### src/rtl/arb_pkg.sv
// arb_pkg: shared types and bit helpers for the round-robin arbiter
package arb_pkg;
  localparam int MAX_W = 64;
  typedef logic [MAX_W-1:0] vec_t;
  typedef enum logic {IDLE, GRANT} state_t;
  function automatic vec_t lsb_isolate(vec_t v);
    return v & (~v + 1'b1);
  endfunction
  function automatic int unsigned onehot_to_idx(vec_t v);
    int unsigned idx;
    idx = 0;
    for (int i = 0; i < MAX_W; i++)
      if (v[i]) idx = idx | unsigned'(i);
    return idx;
  endfunction
endpackage

### src/rtl/lsb_isolate_vec.sv
// lsb_isolate_vec: keeps only the lowest set bit of vec (zero stays zero)
module lsb_isolate_vec
  import arb_pkg::*;
#(
  parameter int WIDTH = 4
) (
  input  logic [WIDTH-1:0] vec,
  output logic [WIDTH-1:0] lsb
);
  assign lsb = WIDTH'(lsb_isolate(vec_t'(vec)));
endmodule

### src/rtl/rr_lsb_arbiter.sv
// rr_lsb_arbiter: round-robin one-hot arbiter with optional grant lock until ack
module rr_lsb_arbiter
  import arb_pkg::*;
#(
  parameter  int NUM_REQ = 4,
  parameter  bit LOCK    = 1'b1,
  localparam int IDXW    = $clog2(NUM_REQ)
) (
  input  logic               clk,
  input  logic               rst,
  input  logic [NUM_REQ-1:0] req,
  input  logic               ack,
  output logic [NUM_REQ-1:0] gnt,
  output logic               gnt_valid,
  output logic [IDXW-1:0]    gnt_idx
);
  state_t             state;
  logic [IDXW-1:0]    ptr, arb_ptr, pick_idx;
  logic [NUM_REQ-1:0] arb_req, mask, masked, pick_m, pick_u, pick;
  logic               done;
  function automatic logic [IDXW-1:0] wrap_inc(logic [IDXW-1:0] i);
    return (i == IDXW'(NUM_REQ - 1)) ? '0 : i + 1'b1;
  endfunction
  // a locked grant ends on ack or when the grantee withdraws its request
  assign done    = LOCK && state == GRANT && (ack || !req[gnt_idx]);
  assign arb_ptr = done ? wrap_inc(gnt_idx) : ptr;
  assign arb_req = done ? req & ~gnt : req;
  for (genvar i = 0; i < NUM_REQ; i++) begin : g_mask
    assign mask[i] = IDXW'(i) >= arb_ptr;
  end
  assign masked = arb_req & mask;
  lsb_isolate_vec #(.WIDTH(NUM_REQ)) u_masked (.vec(masked),  .lsb(pick_m));
  lsb_isolate_vec #(.WIDTH(NUM_REQ)) u_plain  (.vec(arb_req), .lsb(pick_u));
  assign pick     = |masked ? pick_m : pick_u;
  assign pick_idx = IDXW'(onehot_to_idx(vec_t'(pick)));
  always_ff @(posedge clk or posedge rst) begin
    if (rst) begin
      state     <= IDLE;
      ptr       <= '0;
      gnt       <= '0;
      gnt_valid <= 1'b0;
      gnt_idx   <= '0;
    end else if (!LOCK || state == IDLE || done) begin
      gnt       <= pick;
      gnt_valid <= |pick;
      gnt_idx   <= pick_idx;
      state     <= |pick ? GRANT : IDLE;
      if (!LOCK && |pick) ptr <= wrap_inc(pick_idx);
      else if (done) ptr <= arb_ptr;
    end
  end
endmodule

### config.mk
export PLATFORM = sky130hd
export DESIGN_NAME = rr_lsb_arbiter
export DESIGN_NICKNAME = d
export VERILOG_FILES = /design/src/rtl/arb_pkg.sv /design/src/rtl/lsb_isolate_vec.sv /design/src/rtl/rr_lsb_arbiter.sv
export SDC_FILE = /design/constraint.sdc
export NUM_CORES = 1
export LEC_CHECK = 0
export CORE_MARGIN = 2
export CORE_UTILIZATION = 25
export CTS_CLUSTER_SIZE = 10
export DETAILED_ROUTE_END_ITERATION = 8
export GPL_ROUTABILITY_DRIVEN = 0
export GPL_TIMING_DRIVEN = 0
export HOLD_SLACK_MARGIN = 0.03
export PLACE_DENSITY = 0.45
export SYNTH_ARGS = -nofsm -noshare
export SYNTH_HDL_FRONTEND = slang
export SYNTH_SLANG_ARGS = --single-unit
### constraint.sdc
create_clock -name clk -period 6.4 [get_ports clk]
set_clock_uncertainty 0.2 [all_clocks]
set_input_delay 1.28 -clock clk [delete_from_list [all_inputs] [get_ports clk]]
set_output_delay 1.28 -clock clk [all_outputs]
set_load 0.1 [all_outputs]
# Yosys cells after proc, flatten, opt, wreduce, memory -nomap -nowiden

Index checks and enable logic that the tools add are counted.

Bits in registers: 10
Input bits: 7

$add $sub $neg: 3
Magnitude comparators: 5
Equality and inequality tests: 1
Multiplexer cells: 10
Bitwise gates (word level): 8
Reduce and logical (&&, ||, !) cells: 7

Operators by type and width:

| kind                  | number |
|---|---|
| $and A4 B4 Y4         | 4 |
| $not A4 Y4            | 3 |
| $add A4 B1 Y4 const B | 2 |
| $mux W2               | 4 |
| $mux W4               | 2 |
| $reduce_or A4 Y1      | 2 |
| $ge A1 B2 Y1 const A  | 2 |
| $ge A2 B2 Y1 const A  | 2 |
| $lt A2 B3 Y1 const B  | 1 |
| $mux W1               | 3 |
| $add A2 B1 Y2 const B | 1 |
| $bmux W1 S2           | 1 |
| $eq A2 B2 Y1 const B  | 1 |
| $logic_or A1 B1 Y1    | 2 |
| $reduce_and A2 Y1     | 1 |
| $logic_and A1 B1 Y1   | 1 |
| $logic_not A1 Y1      | 1 |
| $not A1 Y1            | 1 |

# Longest topological paths before layout

Gate-level depths: netlist (run 1).

Word-level depth: 15
Depth in mapped cells: 8
Gate-level depth less buffers: 8

# Hierarchy

A second synthesis (run 1) with hierarchy kept.

Cell total of the unflattened synthesis: 85
Area total of the unflattened synthesis: 737.0 sq um

By module, submodules not included:

| module          | instances | cells each | area each (sq um) |
|---|---|---|---|
| rr_lsb_arbiter  | 1         | 77         | 664.4 |
| lsb_isolate_vec | 2         | 4          | 36.3 |

# Worst setup path before layout (run 1)

Ideal clock, no wire load.

Kind: in2reg
Start: in req[3]
End: reg gnt_valid
Setup time: 139 ps
Arrival time: 2955 ps
Data required time: 6061 ps
Path slack: 3107 ps
Cell stages on the path: 7
Buffers on the path: 0
Cells stage by stage: mux4_2 > a21boi_4 > o21a_2 > inv_2 > o211ai_1 > a21oi_1 > or4_1

Cells in the longest elaborated chain, start to end: 13
Elaborated cells between the ends (all ways): 23
Classes of those cells: 2 x add/sub; 4 x order compare; 5 x mux; 6 x bitwise; 6 x reduce/logical

RTL lines:

| what                                         | line                 | RTL |
|---|---|---|
| start: declaration                           | rr_lsb_arbiter.sv:11 | `input logic [NUM_REQ-1:0] req,` |
| $bmux W1 S2                                  | rr_lsb_arbiter.sv:25 | `assign done = LOCK && state == GRANT && (ack \|\| !req[gnt_idx]);` |
| $mux W1 (implied by the code)                | rr_lsb_arbiter.sv:25 |  |
| $logic_not A1 Y1                             | rr_lsb_arbiter.sv:25 |  |
| $logic_or A1 B1 Y1                           | rr_lsb_arbiter.sv:25 |  |
| $logic_and A1 B1 Y1                          | rr_lsb_arbiter.sv:25 |  |
| $mux W2                                      | rr_lsb_arbiter.sv:26 | `assign arb_ptr = done ? wrap_inc(gnt_idx) : ptr;` |
| $ge A1 B2 Y1 or $ge A2 B2 Y1 (tied branches) | rr_lsb_arbiter.sv:29 | `assign mask[i] = IDXW'(i) >= arb_ptr;` |
| $and A4 B4 Y4                                | rr_lsb_arbiter.sv:31 | `assign masked = arb_req & mask;` |
| $not A4 Y4                                   | arb_pkg.sv:7         | `return v & (~v + 1'b1);` |
| $add A4 B1 Y4                                | arb_pkg.sv:7         |  |
| $and A4 B4 Y4                                | arb_pkg.sv:7         |  |
| $mux W4                                      | rr_lsb_arbiter.sv:34 | `assign pick = \|masked ? pick_m : pick_u;` |
| $reduce_or A4 Y1                             | rr_lsb_arbiter.sv:45 | `gnt_valid <= \|pick;` |
| end signal: assignment                       | rr_lsb_arbiter.sv:45 |  |
| end: declaration                             | rr_lsb_arbiter.sv:14 | `output logic gnt_valid,` |

Several ways; a longest one is shown, not always the timed one. The select of a mux whose other input is x is not followed.
A chain may end at the register's enable or synchronous reset.

# Final worst setup path (run 1)

Start: in req[2]
End: reg gnt_valid

The elaborated chain is that of the path after synthesis.

==> metrics.log, run 1 <==
[metrics] run status: finished, final reports clean
[metrics] root buffer cell: sky130_fd_sc_hd__clkbuf_4
[metrics] count of final max-slew check failures: 0
[metrics] shortest clock period the worst path allows after layout: 3.70 ns
[metrics] pin count of the biggest net entering global routing: 10
[metrics] Reg2Reg Depth: 6
[metrics] startpoint class of the critical path: primary input
[metrics] height of the die: 53.1 um
[metrics] share of synthesized area occupied by flip-flops and latches: 37.3%
[metrics] overflow left after global routing: 0
[metrics] detail-routed net length per standard cell: 13.7 um
[metrics] synthesized flop and latch total: 9
[metrics] Yosys top cell area share: 37.3%
[metrics] Worst Hold Path Cells: 1
[metrics] total DRC errors in the routed layout: 0
[metrics] maximum frequency from static timing analysis: 270 MHz
[metrics] hold-fix buffers at CTS: 0
[metrics] number of antenna diodes: 0
[metrics] final antenna-violating net count: 0
[metrics] GRT Total Usage: 12.6%
[metrics] CTS tree: done
[metrics] Die Outline Area: 2820 sq um
[metrics] H-tree Lvls: 1
[metrics] met2 global-route usage: 19.4%
[metrics] first-pass GRT wire length: 2.49 mm
[metrics] number of different library cells in the post-synthesis netlist: 26
[metrics] transition time at the pin with the least slew margin: 0.970 ns
[metrics] largest cells by area after synthesis: sky130_fd_sc_hd__dfrtp_1 (37%), sky130_fd_sc_hd__mux2_2 (7.5%), sky130_fd_sc_hd__a21oi_1 (5.0%), sky130_fd_sc_hd__inv_1 (4.4%), sky130_fd_sc_hd__mux4_2 (3.7%)
[metrics] share of synthesized registers carrying an async set or reset: 100%
[metrics] post-detailed-routing wire length: 1.46 mm
[metrics] final hold vios: 0
[metrics] clock edge transition at the registers on the reported setup and hold paths: 0.06 ns
[metrics] mean post-synth cell area: 9.89 sq um
[metrics] count leader, synth: sky130_fd_sc_hd__dfrtp_1
[metrics] GR peak layer: met2
[metrics] most used flip-flop cell after synthesis: sky130_fd_sc_hd__dfrtp_1
[metrics] global routing met3 resource utilization: 2.54%
[metrics] endpoints failing setup: 0
[metrics] crit-path max FO: 6
[metrics] endpoint arrival time on the critical path: 3.62 ns
[metrics] most common library cells after synthesis: sky130_fd_sc_hd__dfrtp_1 (9), sky130_fd_sc_hd__inv_1 (7), sky130_fd_sc_hd__a21oi_1 (6)
[metrics] area growth from synthesis to layout: 31.7%
[metrics] element type at the critical path end: register
[metrics] initial core utilization: 26.7%
[metrics] die width: 53.1 um
[metrics] count of flip-flops with a built-in enable after synthesis: 0
[metrics] I/O pins: 14
[metrics] classification of the worst setup path: in -> reg
[metrics] gate count of the mapped netlist: 61
[metrics] First-pass DRT Iterations: 4
[metrics] clk buf depth: 2
[metrics] sum of negative setup slack: 0 ns
[metrics] fraction of layout cells with a size suffix above 1: 17.9%
[metrics] unrepaired setup endpoints after global routing: false
[metrics] number of nets in the synthesized netlist: 69
[metrics] # rows: 17
[metrics] Setup Buffers After CTS: 0
[metrics] Resized cells post-CTS: 0
[metrics] Starting DRT DRC Count: 18
[metrics] antenna violations before repair: 0
[metrics] vias in the first global route: 550
[metrics] total of fill cells in the finished design: 256
[metrics] maxcap violations: 0
[metrics] via count normalized by instance count: 5.35
[metrics] count of input and output buffers: 13
[metrics] max-slew headroom at the worst pin: 35.1%
[metrics] met1 global-route usage: 15.5%
[metrics] standard cell core area: 2250 sq um
[metrics] endpoint required time on the critical path: 6.33 ns
[metrics] type of the most critical hold path: reg -> reg
[metrics] Clk Latency, worst-skew pair: 0.26 ns
[metrics] number of warnings reported in the yosys synthesis log: 0
[metrics] Num CTS Buffers: 3
[metrics] clock sink count: 9
[metrics] largest area contributor in the netlist: sky130_fd_sc_hd__dfrtp_1
[metrics] via count of the routed design: 567
[metrics] Final nets: 87
[metrics] post-route clock period utilization: 57.8%
[metrics] cell area after synthesis: 603 sq um
[metrics] hpwl dp: 1.14 mm
-- worst paths after layout --
check	start	endpoint	slack [ns]
worst max-delay path	req[2]	gnt_valid	2.70
worst min-delay path	gnt[3]	gnt[3]	0.33
worst max register to register	gnt_idx[0]	gnt_valid	3.72
worst min register to register	gnt[3]	gnt[3]	0.33
max in group asynchronous	rst	gnt_valid	4.67
min in group asynchronous	rst	ptr[0]	1.08
-- cell type report --
cell class | count | area (sq um) | area share (%)
timing repair buffer | 13 | 130 | 16.4
tap | 28 | 35.0 | 4.41
multi-input combinational | 42 | 340 | 42.8
buffer | 1 | 3.75 | 0.472
inverter | 9 | 33.8 | 4.25
sequential | 9 | 225 | 28.3
clock buffer | 4 | 26.3 | 3.31
-- critical path, cell delays in order --
cell	delay [ns]
sky130_fd_sc_hd__clkdlybuf4s50_1	0.48
sky130_fd_sc_hd__mux4_2	0.56
sky130_fd_sc_hd__and2_1	0.27
sky130_fd_sc_hd__o21ai_2	0.26
sky130_fd_sc_hd__a221oi_1	0.11
sky130_fd_sc_hd__a21o_1	0.20
sky130_fd_sc_hd__or4_1	0.48
-- per-layer routing --
layer	up-vias	wire length, um
met3	2	101
met4	0	19
met5	-	0
met1	276	668
li1	269	-
met2	20	666
-- state kept, by name, summed over array words and instances, names as in the netlist --
name,flops
gnt_valid,1
ptr,2
gnt,4
gnt_idx,2
-- metrics by stage --
step	hold WS (ns)	util, %	cell area [sq um]	worst slack [ns]	std cells
2_1_floorplan	0.431	-	603	3.11	61
3_3_place_gp	0.330	34.1	768	2.42	102
4_1_cts	0.341	35.2	795	2.71	106
3_5_place_dp	0.327	34.1	768	2.43	102
5_1_grt	0.376	35.2	795	2.56	106
6_report	0.335	35.2	795	2.70	106
-- cells in the final DEF (no fill, tap or decap), types with 3 or more instances in the layout --
cell type / synthesis / routed
sky130_fd_sc_hd__o21ai_1: 3 / 3
sky130_fd_sc_hd__a21oi_1: 6 / 6
sky130_fd_sc_hd__inv_1: 7 / 7
sky130_fd_sc_hd__clkbuf_4: 0 / 3
sky130_fd_sc_hd__nand2_1: 5 / 5
sky130_fd_sc_hd__o211ai_1: 3 / 3
sky130_fd_sc_hd__mux2_2: 4 / 4
sky130_fd_sc_hd__clkdlybuf4s50_1: 0 / 13
sky130_fd_sc_hd__dfrtp_1: 9 / 9
-- cells by family after synthesis --
group,count (synthesis),share of synthesized area [%]
simple gates,8,6.02
buf+inv,10,6.22
mux,7,14.5
compound gates,26,33.8
flops,9,37.3
fa+ha+maj,1,2.07
Power of run 1 is left out: the tool's default activity adds up to more than one toggle a clock period on the data nets, which glitch-free logic cannot reach.
==> run 2: changes to the inputs <==
--- a/config.mk
+++ b/config.mk
@@ -12,7 +12,7 @@
 export GPL_ROUTABILITY_DRIVEN = 0
 export GPL_TIMING_DRIVEN = 0
 export HOLD_SLACK_MARGIN = 0.03
-export PLACE_DENSITY = 0.45
+export PLACE_DENSITY = 0.46
 export SYNTH_ARGS = -nofsm -noshare
 export SYNTH_HDL_FRONTEND = slang
 export SYNTH_SLANG_ARGS = --single-unit
==> constraint.sdc (replaced) <==
create_clock -name clk -period 3.4 [get_ports clk]
set_clock_uncertainty 0.2 [all_clocks]
set_input_delay 0.68 -clock clk [delete_from_list [all_inputs] [get_ports clk]]
set_output_delay 0.68 -clock clk [all_outputs]
set_load 0.1 [all_outputs]
==> run 2 against run 1 <==
Non-clock buffer count stayed put. Sequential share of layout area stayed put. Cell area stayed put.
==> metrics.log, run 2 (synthesized netlist as in run 1, its figures left out) <==
[metrics] run status: finished, final reports clean (unchanged)
[metrics] Buf+Inv Stages, Crit Path: 2 (was 1)
[metrics] H-tree Lvls: 1 (unchanged)
[metrics] height of the die: 53.1 um (unchanged)
[metrics] highest-count cells in the layout ignoring fill and taps: sky130_fd_sc_hd__clkdlybuf4s50_1 (13), sky130_fd_sc_hd__dfrtp_1 (9), sky130_fd_sc_hd__inv_1 (7) (unchanged)
[metrics] overflow left after global routing: 0 (unchanged)
[metrics] antenna violations before repair: 0 (unchanged)
[metrics] final antenna-violating net count: 0 (unchanged)
[metrics] I/O pins: 14 (unchanged)
[metrics] Resized cells post-CTS: 0 (unchanged)
[metrics] First-pass DRT Iterations: 4 (unchanged)
[metrics] clk buf depth: 2 (unchanged)
[metrics] Final nets: 87 (unchanged)
[metrics] maximum frequency from static timing analysis: 318 MHz
[metrics] count of input and output buffers: 13 (unchanged)
[metrics] root buffer cell: sky130_fd_sc_hd__clkbuf_4 (unchanged)
[metrics] total of fill cells in the finished design: 247 (was 256)
[metrics] startpoint class of the critical path: primary input (unchanged)
[metrics] CTS tree: done (unchanged)
[metrics] element type at the critical path end: register (unchanged)
[metrics] hpwl dp: 1.12 mm (was 1.14 mm)
[metrics] shortest clock period the worst path allows after layout: 3.15 ns
[metrics] largest registers in the final layout: gnt (4), gnt_idx (2), ptr (2) (unchanged)
[metrics] cells traversed along the worst timing path: clkdlybuf4s50_1 -> mux4_2 -> a21boi_4 -> o22a_4 -> inv_2 -> a32oi_1 -> a21oi_1 -> or4_1 (was clkdlybuf4s50_1 -> mux4_2 -> and2_1 -> o21ai_2 -> a221oi_1 -> a21o_1 -> or4_1)
[metrics] total DRC errors in the routed layout: 0 (unchanged)
[metrics] Setup Buffers After CTS: 0 (unchanged)
[metrics] final hold vios: 0 (unchanged)
[metrics] crit-path max FO: 5 (was 6)
[metrics] endpoint arrival time on the critical path: 3.07 ns (was 3.62 ns)
[metrics] detail-routed net length per standard cell: 13.1 um (was 13.7 um)
[metrics] GRT Total Usage: 12.4% (was 12.6%)
[metrics] fraction of layout cells with a size suffix above 1: 17.9% (unchanged)
[metrics] post-detailed-routing wire length: 1.39 mm (was 1.46 mm)
[metrics] max incr delay on CP: 0.57 ns (was 0.56 ns)
[metrics] clock sink count: 9 (unchanged)
[metrics] leading cell type in the layout, fill and taps excluded: sky130_fd_sc_hd__clkdlybuf4s50_1 (unchanged)
[metrics] standard cell core area: 2250 sq um (unchanged)
[metrics] classification of the worst setup path: in -> reg (unchanged)
[metrics] Starting DRT DRC Count: 16 (was 18)
[metrics] pin count of the biggest net entering global routing: 10 (unchanged)
[metrics] hold-fix buffers at CTS: 0 (unchanged)
[metrics] sum of negative setup slack: 0 ns (unchanged)
[metrics] post-route clock period utilization: 92.6%
[metrics] first-pass GRT wire length: 2.45 mm (was 2.49 mm)
[metrics] via count normalized by instance count: 5.19 (was 5.35)
[metrics] max reg flops: 4 (unchanged)
[metrics] # rows: 17 (unchanged)
[metrics] number of antenna diodes: 0 (unchanged)
[metrics] cell type group with the largest total delay on the critical path: compound AO/OA/AOI/OAI gates (was simple AND/OR/NAND/NOR gates)
[metrics] endpoint required time on the critical path: 3.32 ns (was 6.33 ns)
[metrics] CP max stage cell: sky130_fd_sc_hd__mux4_2 (unchanged)
[metrics] vias in the first global route: 555 (was 550)
[metrics] setup slack of the most critical reg-to-reg path: 0.69 ns (was 3.72 ns)
[metrics] type of the most critical hold path: reg -> reg (unchanged)
[metrics] maxcap violations: 0 (unchanged)
[metrics] via count of the routed design: 550 (was 567)
[metrics] Clk Latency, worst-skew pair: 0.26 ns (about the same)
[metrics] transition time at the pin with the least slew margin: 0.972 ns (was 0.970 ns)
[metrics] initial core utilization: 26.7% (unchanged)
[metrics] area growth from synthesis to layout: 31.7% (unchanged)
[metrics] unrepaired setup endpoints after global routing: false (unchanged)
[metrics] die width: 53.1 um (unchanged)
[metrics] count of final max-slew check failures: 0 (unchanged)
[metrics] max-slew headroom at the worst pin: 35.0% (was 35.1%)
[metrics] register with the highest flop count: gnt (unchanged)
[metrics] Num CTS Buffers: 3 (unchanged)
[metrics] clock edge transition at the registers on the reported setup and hold paths: 0.05 ns (was 0.06 ns)
[metrics] Die Outline Area: 2820 sq um (unchanged)
[metrics] endpoints failing setup: 0 (unchanged)
[run 2: worst register-to-register path: stages (launching register included)]
cell and delay [ns]:
sky130_fd_sc_hd__dfrtp_1 0.45, sky130_fd_sc_hd__mux4_2 0.60, sky130_fd_sc_hd__a21boi_4 0.25, sky130_fd_sc_hd__o22a_4 0.20, sky130_fd_sc_hd__inv_2 0.05, sky130_fd_sc_hd__a32oi_1 0.18, sky130_fd_sc_hd__a21oi_1 0.13, sky130_fd_sc_hd__or4_1 0.52
[run 2: final timing paths]
kind                            start   endpoint  cells after the start
max in group asynchronous         rst     gnt[3]                      2
hold / removal                 gnt[1]     gnt[1]                      1
setup / recovery               req[2]  gnt_valid                      8
hold reg to reg                gnt[1]     gnt[1]                      1
setup reg to reg           gnt_idx[0]  gnt_valid                      7
min in group asynchronous         rst     ptr[0]                      2
[run 2: per-layer routing]
metal  up-vias  global-route usage, %  wire length (um)
li1        268                      -                 -
met4         0                   8.97                26
met3         4                   2.26                68
met1       262                   15.5               657
met2        16                   19.0               636
met5         -                      0                 0
[run 2: area by class of cell]
| class | instances | area (sq um) | share of cell area (%) |
|---|---|---|---|
| well taps | 28 | 35.0 | 4.41 |
| plain buffers | 1 | 3.75 | 0.472 |
| flip-flops and latches | 9 | 225 | 28.3 |
| repair buffers | 13 | 130 | 16.4 |
| inverters | 9 | 33.8 | 4.25 |
| multi-input cells | 42 | 340 | 42.8 |
| clock buffers | 4 | 26.3 | 3.31 |
[run 2: metrics by stage]
stage	util (%)	hold slack (ns)	worst slack, ns	cell area [sq um]	std cells
after detailed placement	34.1	0.332	0.0141	768	102
after floorplan	-	0.308	0.265	603	61
final	35.2	0.337	0.251	795	106
after global routing	35.2	0.364	0.127	795	106
after CTS	35.2	0.346	0.275	795	106
after global placement	34.1	0.329	0.00536	768	102
Power of run 2 is left out for the same reason.
